**config.mk**
```make
export PLATFORM = sky130hd
export DESIGN_NAME = mips_multicycle_core
export DESIGN_NICKNAME = d
export VERILOG_FILES = /design/src/rtl/mips_mc_pkg.sv /design/src/rtl/mips_mc_regfile.sv /design/src/rtl/mips_multicycle_core.sv
export SDC_FILE = /design/constraint.sdc
export NUM_CORES = 2
export LEC_CHECK = 0
export BUFFER_PORTS_ARGS = -buffer_cell sky130_fd_sc_hd__clkbuf_2
export CAP_MARGIN = 30
export CELL_PAD_IN_SITES_DETAIL_PLACEMENT = 0
export CELL_PAD_IN_SITES_GLOBAL_PLACEMENT = 1
export CORE_ASPECT_RATIO = 0.5
export CORE_MARGIN = 3
export CORE_UTILIZATION = 24
export DETAILED_ROUTE_END_ITERATION = 16
export HOLD_SLACK_MARGIN = 0.02
export PLACE_DENSITY_LB_ADDON = 0.1
export SETUP_SLACK_MARGIN = 0.2
export SYNTH_ARGS = -nofsm -noshare
export SYNTH_HDL_FRONTEND = slang
export SYNTH_SLANG_ARGS = --single-unit
```
**constraint.sdc**
```tcl
create_clock -name clk -period 15.51 [get_ports clk]
set_input_delay 0.7755 -clock clk [delete_from_list [all_inputs] [get_ports clk]]
set_output_delay 0.7755 -clock clk [all_outputs]
set_load 0.01 [all_outputs]
```
**src/rtl/mips_mc_pkg.sv**
```systemverilog
// rtl/mips_mc_pkg.sv - opcodes, funct codes, FSM states and ALU encoding for the multi-cycle MIPS core
package mips_mc_pkg;

  localparam logic [5:0] OP_RTYPE = 6'b000000;
  localparam logic [5:0] OP_J     = 6'b000010;
  localparam logic [5:0] OP_BEQ   = 6'b000100;
  localparam logic [5:0] OP_ADDI  = 6'b001000;
  localparam logic [5:0] OP_ANDI  = 6'b001100;
  localparam logic [5:0] OP_ORI   = 6'b001101;
  localparam logic [5:0] OP_LW    = 6'b100011;
  localparam logic [5:0] OP_SW    = 6'b101011;

  localparam logic [5:0] FN_ADD = 6'b100000;
  localparam logic [5:0] FN_SUB = 6'b100010;
  localparam logic [5:0] FN_AND = 6'b100100;
  localparam logic [5:0] FN_OR  = 6'b100101;
  localparam logic [5:0] FN_SLT = 6'b101010;

  typedef enum logic [2:0] {FETCH, DECODE, EXEC, MEM, WB, HALT} state_e;

  typedef enum logic [2:0] {ALU_ADD, ALU_SUB, ALU_AND, ALU_OR, ALU_SLT} alu_op_e;

  function automatic logic [31:0] alu_eval(alu_op_e op, logic [31:0] a, logic [31:0] b);
    case (op)
      ALU_SUB: return a - b;
      ALU_AND: return a & b;
      ALU_OR:  return a | b;
      ALU_SLT: return {31'd0, $signed(a) < $signed(b)};
      default: return a + b;
    endcase
  endfunction

endpackage

```
**src/rtl/mips_mc_regfile.sv**
```systemverilog
// rtl/mips_mc_regfile.sv - 32x32 register file, two async read ports, one sync write port, r0 reads zero
module mips_mc_regfile (
  input  logic        clk,
  input  logic        rst_n,
  input  logic [4:0]  raddr1,
  input  logic [4:0]  raddr2,
  output logic [31:0] rdata1,
  output logic [31:0] rdata2,
  input  logic        we,
  input  logic [4:0]  waddr,
  input  logic [31:0] wdata
);

  logic [31:0] regs_q [32];

  always_ff @(posedge clk or negedge rst_n) begin
    if (!rst_n) begin
      for (int i = 0; i < 32; i++) regs_q[i] <= '0;
    end else if (we && waddr != 5'd0) begin
      regs_q[waddr] <= wdata;
    end
  end

  assign rdata1 = (raddr1 == 5'd0) ? '0 : regs_q[raddr1];
  assign rdata2 = (raddr2 == 5'd0) ? '0 : regs_q[raddr2];

endmodule

```
**src/rtl/mips_multicycle_core.sv**
```systemverilog
// rtl/mips_multicycle_core.sv - multi-cycle MIPS core with one shared ALU and one unified memory port
// Optional j instruction enabled by defining MIPS_MC_JUMP_EN.
module mips_multicycle_core
  import mips_mc_pkg::*;
#(
  parameter int               ADDR_W    = 32,
  parameter logic [ADDR_W-1:0] RESET_PC = '0,
  parameter logic [31:0]      HALT_WORD = 32'hFFFF_FFFF
) (
  input  logic              clk,
  input  logic              rst,
  output logic              mem_req,
  output logic              mem_we,
  output logic [ADDR_W-1:0] mem_addr,
  output logic [31:0]       mem_wdata,
  input  logic              mem_ready,
  input  logic [31:0]       mem_rdata,
  output logic [ADDR_W-1:0] pc_out,
  output logic              retire,
  output logic              halted
);

  state_e            state_q, state_d;
  logic [ADDR_W-1:0] pc_q, pc_d, pc_next4, mem_addr_q, mem_addr_d;
  logic [31:0]       ir_q, ir_d, mdr_q, mdr_d, a_q, a_d, b_q, b_d, alu_out_q, alu_out_d;
  logic [31:0]       mem_wdata_q, mem_wdata_d;
  logic              mem_req_q, mem_req_d, mem_we_q, mem_we_d;
  logic              retire_q, retire_d, halted_q, halted_d;

  logic [5:0]  opcode, funct;
  logic [31:0] imm_sext, imm_zext, br_off, pc4_32;
  logic        is_r, is_alu_i, is_lw, is_sw, is_beq;
  alu_op_e     r_op, alu_op;
  logic [31:0] alu_a, alu_b, alu_y;
  logic        rf_we;
  logic [4:0]  rf_waddr;
  logic [31:0] rf_wdata, rs_val, rt_val;

  assign opcode   = ir_q[31:26];
  assign funct    = ir_q[5:0];
  assign imm_sext = {{16{ir_q[15]}}, ir_q[15:0]};
  assign imm_zext = {16'd0, ir_q[15:0]};
  assign br_off   = {{14{ir_q[15]}}, ir_q[15:0], 2'b00};
  assign pc_next4 = pc_q + ADDR_W'(4);
  assign pc4_32   = 32'(pc_next4);

  assign is_alu_i = opcode inside {OP_ADDI, OP_ANDI, OP_ORI};
  assign is_lw    = (opcode == OP_LW);
  assign is_sw    = (opcode == OP_SW);
  assign is_beq   = (opcode == OP_BEQ);

`ifdef MIPS_MC_JUMP_EN
  logic [31:0] jump_tgt;
  assign jump_tgt = {pc4_32[31:28], ir_q[25:0], 2'b00};
`endif

  always_comb begin
    is_r = 1'b0;
    r_op = ALU_ADD;
    if (opcode == OP_RTYPE) begin
      is_r = 1'b1;
      case (funct)
        FN_ADD:  r_op = ALU_ADD;
        FN_SUB:  r_op = ALU_SUB;
        FN_AND:  r_op = ALU_AND;
        FN_OR:   r_op = ALU_OR;
        FN_SLT:  r_op = ALU_SLT;
        default: is_r = 1'b0;
      endcase
    end
  end

  // The single ALU forms the branch target in DECODE and the operation result in EXEC.
  always_comb begin
    alu_op = ALU_ADD;
    alu_a  = a_q;
    alu_b  = b_q;
    case (state_q)
      DECODE: begin
        alu_a = pc4_32;
        alu_b = br_off;
      end
      EXEC: begin
        if (is_r) alu_op = r_op;
        else if (opcode == OP_ANDI) begin alu_op = ALU_AND; alu_b = imm_zext; end
        else if (opcode == OP_ORI)  begin alu_op = ALU_OR;  alu_b = imm_zext; end
        else if (is_beq)            alu_op = ALU_SUB;
        else                        alu_b  = imm_sext;
      end
      default: ;
    endcase
  end

  assign alu_y = alu_eval(alu_op, alu_a, alu_b);

  assign rf_waddr = is_r ? ir_q[15:11] : ir_q[20:16];
  assign rf_wdata = is_lw ? mdr_q : alu_out_q;

  always_comb begin
    state_d   = state_q;
    pc_d      = pc_q;
    ir_d      = ir_q;
    mdr_d     = mdr_q;
    a_d       = a_q;
    b_d       = b_q;
    alu_out_d = alu_out_q;
    retire_d  = 1'b0;
    rf_we     = 1'b0;
    case (state_q)
      FETCH: begin
        if (mem_req_q && mem_ready) begin
          ir_d    = mem_rdata;
          state_d = DECODE;
        end
      end
      DECODE: begin
        if (ir_q == HALT_WORD) begin
          state_d  = HALT;
          retire_d = 1'b1;
        end else begin
          a_d       = rs_val;
          b_d       = rt_val;
          alu_out_d = alu_y;
          state_d   = EXEC;
        end
      end
      EXEC: begin
        alu_out_d = alu_y;
        if (is_r || is_alu_i) begin
          state_d = WB;
        end else if (is_lw || is_sw) begin
          state_d = MEM;
        end else begin
          state_d  = FETCH;
          retire_d = 1'b1;
          pc_d     = pc_next4;
          if (is_beq && alu_y == '0) pc_d = alu_out_q[ADDR_W-1:0];
`ifdef MIPS_MC_JUMP_EN
          if (opcode == OP_J) pc_d = jump_tgt[ADDR_W-1:0];
`endif
        end
      end
      MEM: begin
        if (mem_req_q && mem_ready) begin
          if (is_sw) begin
            state_d  = FETCH;
            retire_d = 1'b1;
            pc_d     = pc_next4;
          end else begin
            mdr_d   = mem_rdata;
            state_d = WB;
          end
        end
      end
      WB: begin
        rf_we    = 1'b1;
        pc_d     = pc_next4;
        retire_d = 1'b1;
        state_d  = FETCH;
      end
      default: ;
    endcase

    // Memory outputs are derived from the next state so they are registered yet ready on entry.
    mem_req_d   = 1'b0;
    mem_we_d    = 1'b0;
    mem_addr_d  = mem_addr_q;
    mem_wdata_d = mem_wdata_q;
    if (state_d == FETCH) begin
      mem_req_d  = 1'b1;
      mem_addr_d = pc_d;
    end else if (state_d == MEM) begin
      mem_req_d  = 1'b1;
      mem_we_d   = is_sw;
      mem_addr_d = alu_out_d[ADDR_W-1:0];
      if (is_sw) mem_wdata_d = b_q;
    end
    halted_d = (state_d == HALT);
  end

  always_ff @(posedge clk or negedge rst) begin
    if (!rst) begin
      state_q     <= FETCH;
      pc_q        <= RESET_PC;
      ir_q        <= '0;
      mdr_q       <= '0;
      a_q         <= '0;
      b_q         <= '0;
      alu_out_q   <= '0;
      mem_req_q   <= 1'b0;
      mem_we_q    <= 1'b0;
      mem_addr_q  <= '0;
      mem_wdata_q <= '0;
      retire_q    <= 1'b0;
      halted_q    <= 1'b0;
    end else begin
      state_q     <= state_d;
      pc_q        <= pc_d;
      ir_q        <= ir_d;
      mdr_q       <= mdr_d;
      a_q         <= a_d;
      b_q         <= b_d;
      alu_out_q   <= alu_out_d;
      mem_req_q   <= mem_req_d;
      mem_we_q    <= mem_we_d;
      mem_addr_q  <= mem_addr_d;
      mem_wdata_q <= mem_wdata_d;
      retire_q    <= retire_d;
      halted_q    <= halted_d;
    end
  end

  mips_mc_regfile u_rf (
    .clk    (clk),
    .rst_n  (rst),
    .raddr1 (ir_q[25:21]),
    .raddr2 (ir_q[20:16]),
    .rdata1 (rs_val),
    .rdata2 (rt_val),
    .we     (rf_we),
    .waddr  (rf_waddr),
    .wdata  (rf_wdata)
  );

  assign mem_req   = mem_req_q;
  assign mem_we    = mem_we_q;
  assign mem_addr  = mem_addr_q;
  assign mem_wdata = mem_wdata_q;
  assign pc_out    = pc_q;
  assign retire    = retire_q;
  assign halted    = halted_q;

endmodule

```
* Word level (Yosys, flattened, before mapping) *
Index checks and enable logic that the tools add are counted.

storage, ports and cells
  flip-flop bits (word level) = 1287
  input bits = 35
  output and inout bits = 100
  word-level logic and storage cells = 160

operators by class
  add/sub/neg operators = 3
  $lt $le $gt $ge = 5
  equality and inequality tests = 22
  mux-type cells = 57
  bitwise operators = 8
  reduce and logical (&&, ||, !) cells = 20

operators with widths
  operator                 count
  $bwmux W1024             1
  $mux W32                 21
  $bmux W32 S5             2
  $demux W32 S5            1
  $pmux W32 S2             2
  $pmux W32 S4             1
  $pmux W32 S3             1
  $eq A6 B6 Y1 const B     7
  $add A32 B3 Y32 const B  1
  $add A32 B32 Y32         1
  $and A32 B32 Y32         1
  $eq A32 B32 Y1 const B   1
  $logic_not A32 Y1        1
  $lt A32 B32 Y1           1
  $or A32 B32 Y32          1
  $sub A32 B32 Y32         1
  $mux W3                  8
  $eq A6 B4 Y1 const B     3
  $ge A6 B6 Y1 const B     3
  $not A5 Y6               3
  $eq A3 B2 Y1 const B     5
  $pmux W3 S5              1
  $mux W1                  13
  $pmux W3 S4              1
  19 further kinds         34

* Depth between registers and ports, before layout *
  depth in word-level cells = 15
  depth in mapped cells = 29

* Modules after synthesis *
From an unflattened synthesis, not the netlist that was laid out.

second synthesis, totals
  cell total of the unflattened synthesis = 5787
  area, all modules = 73048.8 um2

by module, submodules not included
  module                times used  cells each  area each (um2)
  mips_mc_regfile       1           3624        54444.7
  mips_multicycle_core  1           2163        18604.1

* Worst setup path after synthesis *
No wires, ideal clock.

  kind = reg2reg
  start point = reg state_q[2]
  end point = reg mem_addr_q[0] (netlist: mem_addr[0])
  library setup time = 126 ps
  data arrival time = 6715 ps
  setup slack = 8669 ps
  stages on the path, launching flop included = 25
  path buffers = 5
  path through = dfrtp_1 -> nor2b_1 -> clkbuf_1 -> nand2_1 -> clkbuf_1 -> clkbuf_1 -> nor3_1 -> nor2_1 -> clkbuf_1 -> a221o_1 -> ha_1 -> nand2_1 -> or4_1 -> a2111oi_0 -> nor3b_1 -> a21oi_2 -> a31oi_1 -> o21ba_1 -> o21ai_0 -> or4b_1 -> nor4_4 -> and2_1 -> buf_4 -> mux2_1 -> a221o_1

between the ends
  word-level cells in the longest chain between the ends = 11
  elaborated cells on any way between the ends = 34
  classes of those cells = add/sub (2); order compare (1); eq/ne (9); mux (15); bitwise (2); reduce/logical (5)

RTL lines
  element                                              line                                                     text
  from (decl)                                          mips_multicycle_core.sv:23                               state_e state_q, state_d;
  from (signal assigned)                               mips_multicycle_core.sv:197                              state_q <= state_d;
  $eq A3 B2 Y1 / $eq A3 B1 Y1 (equally long branches)  mips_multicycle_core.sv:78, mips_multicycle_core.sv:109
  $pmux W32 S2, or another cell as far along           mips_multicycle_core.sv:78                               case (state_q)
  $add A32 B32 Y32, or another cell as far along       mips_mc_pkg.sv:29                                        default: return a + b;
  $pmux W32 S4                                         mips_mc_pkg.sv:24                                        case (op)
  $logic_not A32 Y1                                    mips_multicycle_core.sv:137                              if (is_beq && alu_y == '0) pc_d = alu_out_q[ADDR_W-1:0];
  $logic_and A1 B1 Y1                                  mips_multicycle_core.sv:137
  $mux W32                                             mips_multicycle_core.sv:137
  $mux W32                                             mips_multicycle_core.sv:131                              end else if (is_lw || is_sw) begin
  $mux W32                                             mips_multicycle_core.sv:129                              if (is_r || is_alu_i) begin
  $pmux W32 S3 *                                       mips_multicycle_core.sv:109                              case (state_q)
  net pc_d[0]                                          mips_multicycle_core.sv:24                               logic [ADDR_W-1:0] pc_q, pc_d, pc_next4, mem_addr_q, mem_addr_d;
  $mux W32 *                                           mips_multicycle_core.sv:169                              if (state_d == FETCH) begin
  to (signal assigned)                                 mips_multicycle_core.sv:206                              mem_addr_q <= mem_addr_d;
  to (decl)                                            mips_multicycle_core.sv:24

The timed path passes the listed nets; every way through them passes the cells marked *. The select of a mux whose other input is x is not followed.
A chain may end at the register's enable or synchronous reset.

* Worst setup path after layout *
  start point = reg pc_q[2] (netlist: pc_out[2])
  end point = reg mem_addr_q[0] (netlist: mem_addr[0])

between the ends
  word-level cells in the longest chain between the ends = 11
  elaborated cells on any way between the ends = 18
  classes of those cells = add/sub (3); order compare (1); mux (10); bitwise (2); reduce/logical (2)

RTL lines
  element                                         line                         text
  from (decl)                                     mips_multicycle_core.sv:24
  from (signal assigned)                          mips_multicycle_core.sv:198  pc_q <= pc_d;
  $add A32 B3 Y32 *                               mips_multicycle_core.sv:44   assign pc_next4 = pc_q + ADDR_W'(4);
  $mux W32 *                                      mips_multicycle_core.sv:78
  $add A32 B32 Y32, or another cell as far along  mips_mc_pkg.sv:29
  $pmux W32 S4 *                                  mips_mc_pkg.sv:24
  $logic_not A32 Y1 *                             mips_multicycle_core.sv:137
  $logic_and A1 B1 Y1 *                           mips_multicycle_core.sv:137
  $mux W32 *                                      mips_multicycle_core.sv:137
  $mux W32 *                                      mips_multicycle_core.sv:131
  $mux W32 *                                      mips_multicycle_core.sv:129
  $pmux W32 S3 *                                  mips_multicycle_core.sv:109
  net pc_d[0]                                     mips_multicycle_core.sv:24
  $mux W32 *                                      mips_multicycle_core.sv:169

Marks and branches as above.

==> impl_metrics.sql <==
INSERT INTO impl_metrics (metric_group, metric, value, unit) VALUES
('min_path', 'min-delay-path-class', 'in2reg', ''),
('logic_synthesis', 'yosys_warn_count', '0', ''),
('drt', 'vias', '53500', ''),
('finish', 'multi_input_comb_area', '35600', 'um2'),
('worst_setup_path', 'worst-r2r-setup-slack', '6.43', 'ns'),
('logic_synthesis', 'synth_area_leaders', 'dfrtp_1, mux4_2, o21ai_0, nand2_1, a21oi_1', ''),
('grt', 'grt_util_met1', '31.2', '%'),
('drt', 'totalWireLength', '316000', 'um'),
('finish', 'seq_area', '32200', 'um2'),
('worst_setup_path', 'reg2reg_depth', '20', ''),
('placement', 'placement.io_buffers', '134', ''),
('logic_synthesis', 'yosysSeqAreaShare', '45.9', '%'),
('finish', 'layout.cells.most_common', 'dfrtp_1', ''),
('worst_setup_path', 'path_class', 'reg2reg', ''),
('floorplan', 'floorplan_core_area', '289000', 'um2'),
('clock_network', 'clockBufferDepth', '4', ''),
('worst_setup_path', 'worstReg2RegEnd', 'mem_addr[0]$_DFFE_PN0P_', ''),
('timing', 'clock.fmax', '110', 'MHz'),
('timing', 'final_max_slew_viol_count', '0', ''),
('worst_setup_path', 'crit_path_max_fanout', '45', ''),
('logic_synthesis', 'synth_top_area_cell', 'dfrtp_1', ''),
('clock_network', 'post_cts_sizing', '0', ''),
('pwr', 'power', '7250', 'uW'),
('floorplan', 'die_h', '388', 'um'),
('logic_synthesis', 'yosysTopAreaCellShare', '45.9', '%'),
('grt', 'first_global_vias', '54100', ''),
('timing', 'hold_viol_final', '0', ''),
('timing', 'setup_slack_after_layout', '6.43', 'ns'),
('grt', 'global_route.overflow_total', '0', ''),
('finish', 'area_delta_synth_final', '15.1', '%'),
('clock_network', 'cts_post_setup_buffers_inserted', '0', ''),
('grt', 'gr-usage-met3', '3.39', '%'),
('grt', 'gr-usage-all-layers', '20.7', '%'),
('floorplan', 'fp.dieW', '771', 'um'),
('drt', 'vias_per_cell', '5.18', ''),
('clock_network', 'ctsRootBufferMaster', 'clkbuf_16', ''),
('min_path', 'hold_start', 'mem_rdata[10]', ''),
('logic_synthesis', 'mappedNetlistNets', '6603', ''),
('logic_synthesis', 'async_flop_share', '100', '%'),
('grt', 'use_met2', '31.0', '%'),
('worst_setup_path', 'cp-start-kind', 'flip-flop', ''),
('drt', 'wl_per_cell', '30.6', 'um'),
('timing', 'final.period_utilization', '58.5', '%'),
('clock_network', 'numCtsBuffers', '156', ''),
('drt', 'ant_nets', '0', ''),
('pwr', 'pwr_density_cell', '89.7', 'nW/um2'),
('worst_setup_path', 'worst_setup_path_end_kind', 'flip-flop', ''),
('logic_synthesis', 'most_used_flip_flop_cell_after_synthesis', 'dfrtp_1', ''),
('timing', 'final.setup_skew', '0.0595', 'ns'),
('run_status', 'status', 'finished clean', ''),
('clock_network', 'cts_hold_buf', '1', ''),
('worst_setup_path', 'timing.rr.start', 'pc_out[2]$_DFF_PN0_', ''),
('clock_network', 'clock_tree_from_tritoncts', 'done', ''),
('grt', 'antenna_violations_before_repair', '22', ''),
('logic_synthesis', 'post_synth.cell_area_avg', '10.9', 'um2'),
('finish', 'layout_cells_sized_above_1', '22.5', '%'),
('run', 'drv.max_cap_violation_count', '0', ''),
('timing', 'final_period_minus_worst_setup_slack', '9.08', 'ns'),
('timing', 'setup_viol', '0', ''),
('min_path', 'worst_hold_path.endpoint', 'ir_q[10]$_DFFE_PN0P_', ''),
('clock_network', 'cts_sinks', '1287', ''),
('grt', 'grt_start_max_net_pins', '147', ''),
('logic_synthesis', 'number_of_unique_standard_cell_types_used_by_synthesis', '95', ''),
('min_path', 'cell_depth_of_the_worst_min_delay_path', '2', ''),
('grt', 'grt_most_used_layer', 'met1', ''),
('drt', 'first_pass_iters', '6', ''),
('timing', 'finalSetupTns', '0', 'ns'),
('worst_setup_path', 'cp.required', '16.17', 'ns'),
('drt', 'drt_first_iter_violations', '4935', ''),
('grt', 'grt_first_pass_wirelength', '443000', 'um'),
('placement', 'detailedPlacementHpwl', '206000', 'um');
## worst max path at each step
stage / cells past startpoint / start / slack [ns] / to
2_1_floorplan: 24 / state_q[2]$_DFF_PN0_ / 8.67 / mem_addr[0]$_DFFE_PN0P_
3_3_place_gp: 23 / ir_q[29]$_DFFE_PN0P_ / 6.39 / mem_addr[0]$_DFFE_PN0P_
3_5_place_dp: 22 / pc_out[4]$_DFF_PN0_ / 6.48 / mem_addr[0]$_DFFE_PN0P_
4_1_cts: 22 / pc_out[4]$_DFF_PN0_ / 6.43 / mem_addr[0]$_DFFE_PN0P_
5_1_grt: 22 / pc_out[4]$_DFF_PN0_ / 5.90 / mem_addr[0]$_DFFE_PN0P_
6_report: 20 / pc_out[2]$_DFF_PN0_ / 6.43 / mem_addr[0]$_DFFE_PN0P_
## cell families (layout without fill, tap and decap cells)
| group | count (synthesis) | in the layout | share of synthesized area, % |
|---|---|---|---|
| buffers and inverters | 761 | 731 | 4.13 |
| other | 0 | 8 | 0 |
| xor gates and xnor gates | 48 | 48 | 0.599 |
| muxes | 863 | 863 | 23.9 |
| DFF | 1287 | 1287 | 45.9 |
| and+or+nand+nor | 1713 | 1713 | 10.2 |
| adders and majority gates | 99 | 99 | 1.79 |
| AOI/OAI and AO/OA | 1698 | 1698 | 13.5 |
## where the power goes
group / leakage [uW] / internal, uW / switching, uW
Sequential: 0.0178 / 3360 / 0
Clock: 0.00251 / 2240 / 1560
Combinational: 0.0121 / 10.6 / 78.9
Total: 0.0324 / 5610 / 1640
## worst max-delay path: stages (launching register included)
cell	delay, ns
dfrtp_1	0.50
ha_1	0.36
nand3_1	0.26
nor4_1	0.64
and3_1	0.32
and3_1	0.52
nand3_1	0.40
xnor2_1	0.23
a21oi_1	0.49
ha_1	0.49
nor4_1	0.70
inv_1	0.08
o311ai_0	0.71
a211oi_1	0.24
or3b_1	0.39
or4_1	0.60
nor4_4	0.17
buf_4	0.53
and2_1	0.53
mux2_1	0.39
a221o_1	0.35
## flip-flops by register name, indices dropped and copies added (netlist names), 3 cells and up
name,cells
u_rf.regs_q,1024
a_q,32
alu_out_q,32
b_q,32
ir_q,32
mdr_q,32
mem_addr,32
mem_wdata,32
pc_out,32
state_q,3
## cell usage after synthesis, drive strengths merged (50+ instances only)
master,count
dfrtp,1287
nand2,837
o21ai,785
mux4,640
a21oi,597
nor2,597
clkbuf,544
inv,125
mux2,119
mux2i,104
ha,97
buf,91
nor3,50
## layer usage
layer  up-vias  part of all wire [%]
met1     28300                    49
li1      23200                     -
met4         6                   2.3
met2      1602                    43
met3       368                   5.3
met5         -                 0.013
## stage by stage
step | cells | hold slack, ns
after detailed placement | 10000 | 0.383
after floorplan | 6469 | 0.441
after global placement | 10000 | 0.377
after CTS | 10300 | 0.185
final | 10300 | 0.257
after global routing | 10300 | 0.215
## area by class of cell
type	count	share of cell area (%)
clock inverter	37	0.598
timing repair buffer	338	3.08
clock buffer	230	5.73
antenna	8	0.0248
inverter	126	0.585
multi-input combinational	4421	44.1
tap	3877	6.00
sequential	1287	39.9
Note: power is estimated with default switching activity, not from simulation.
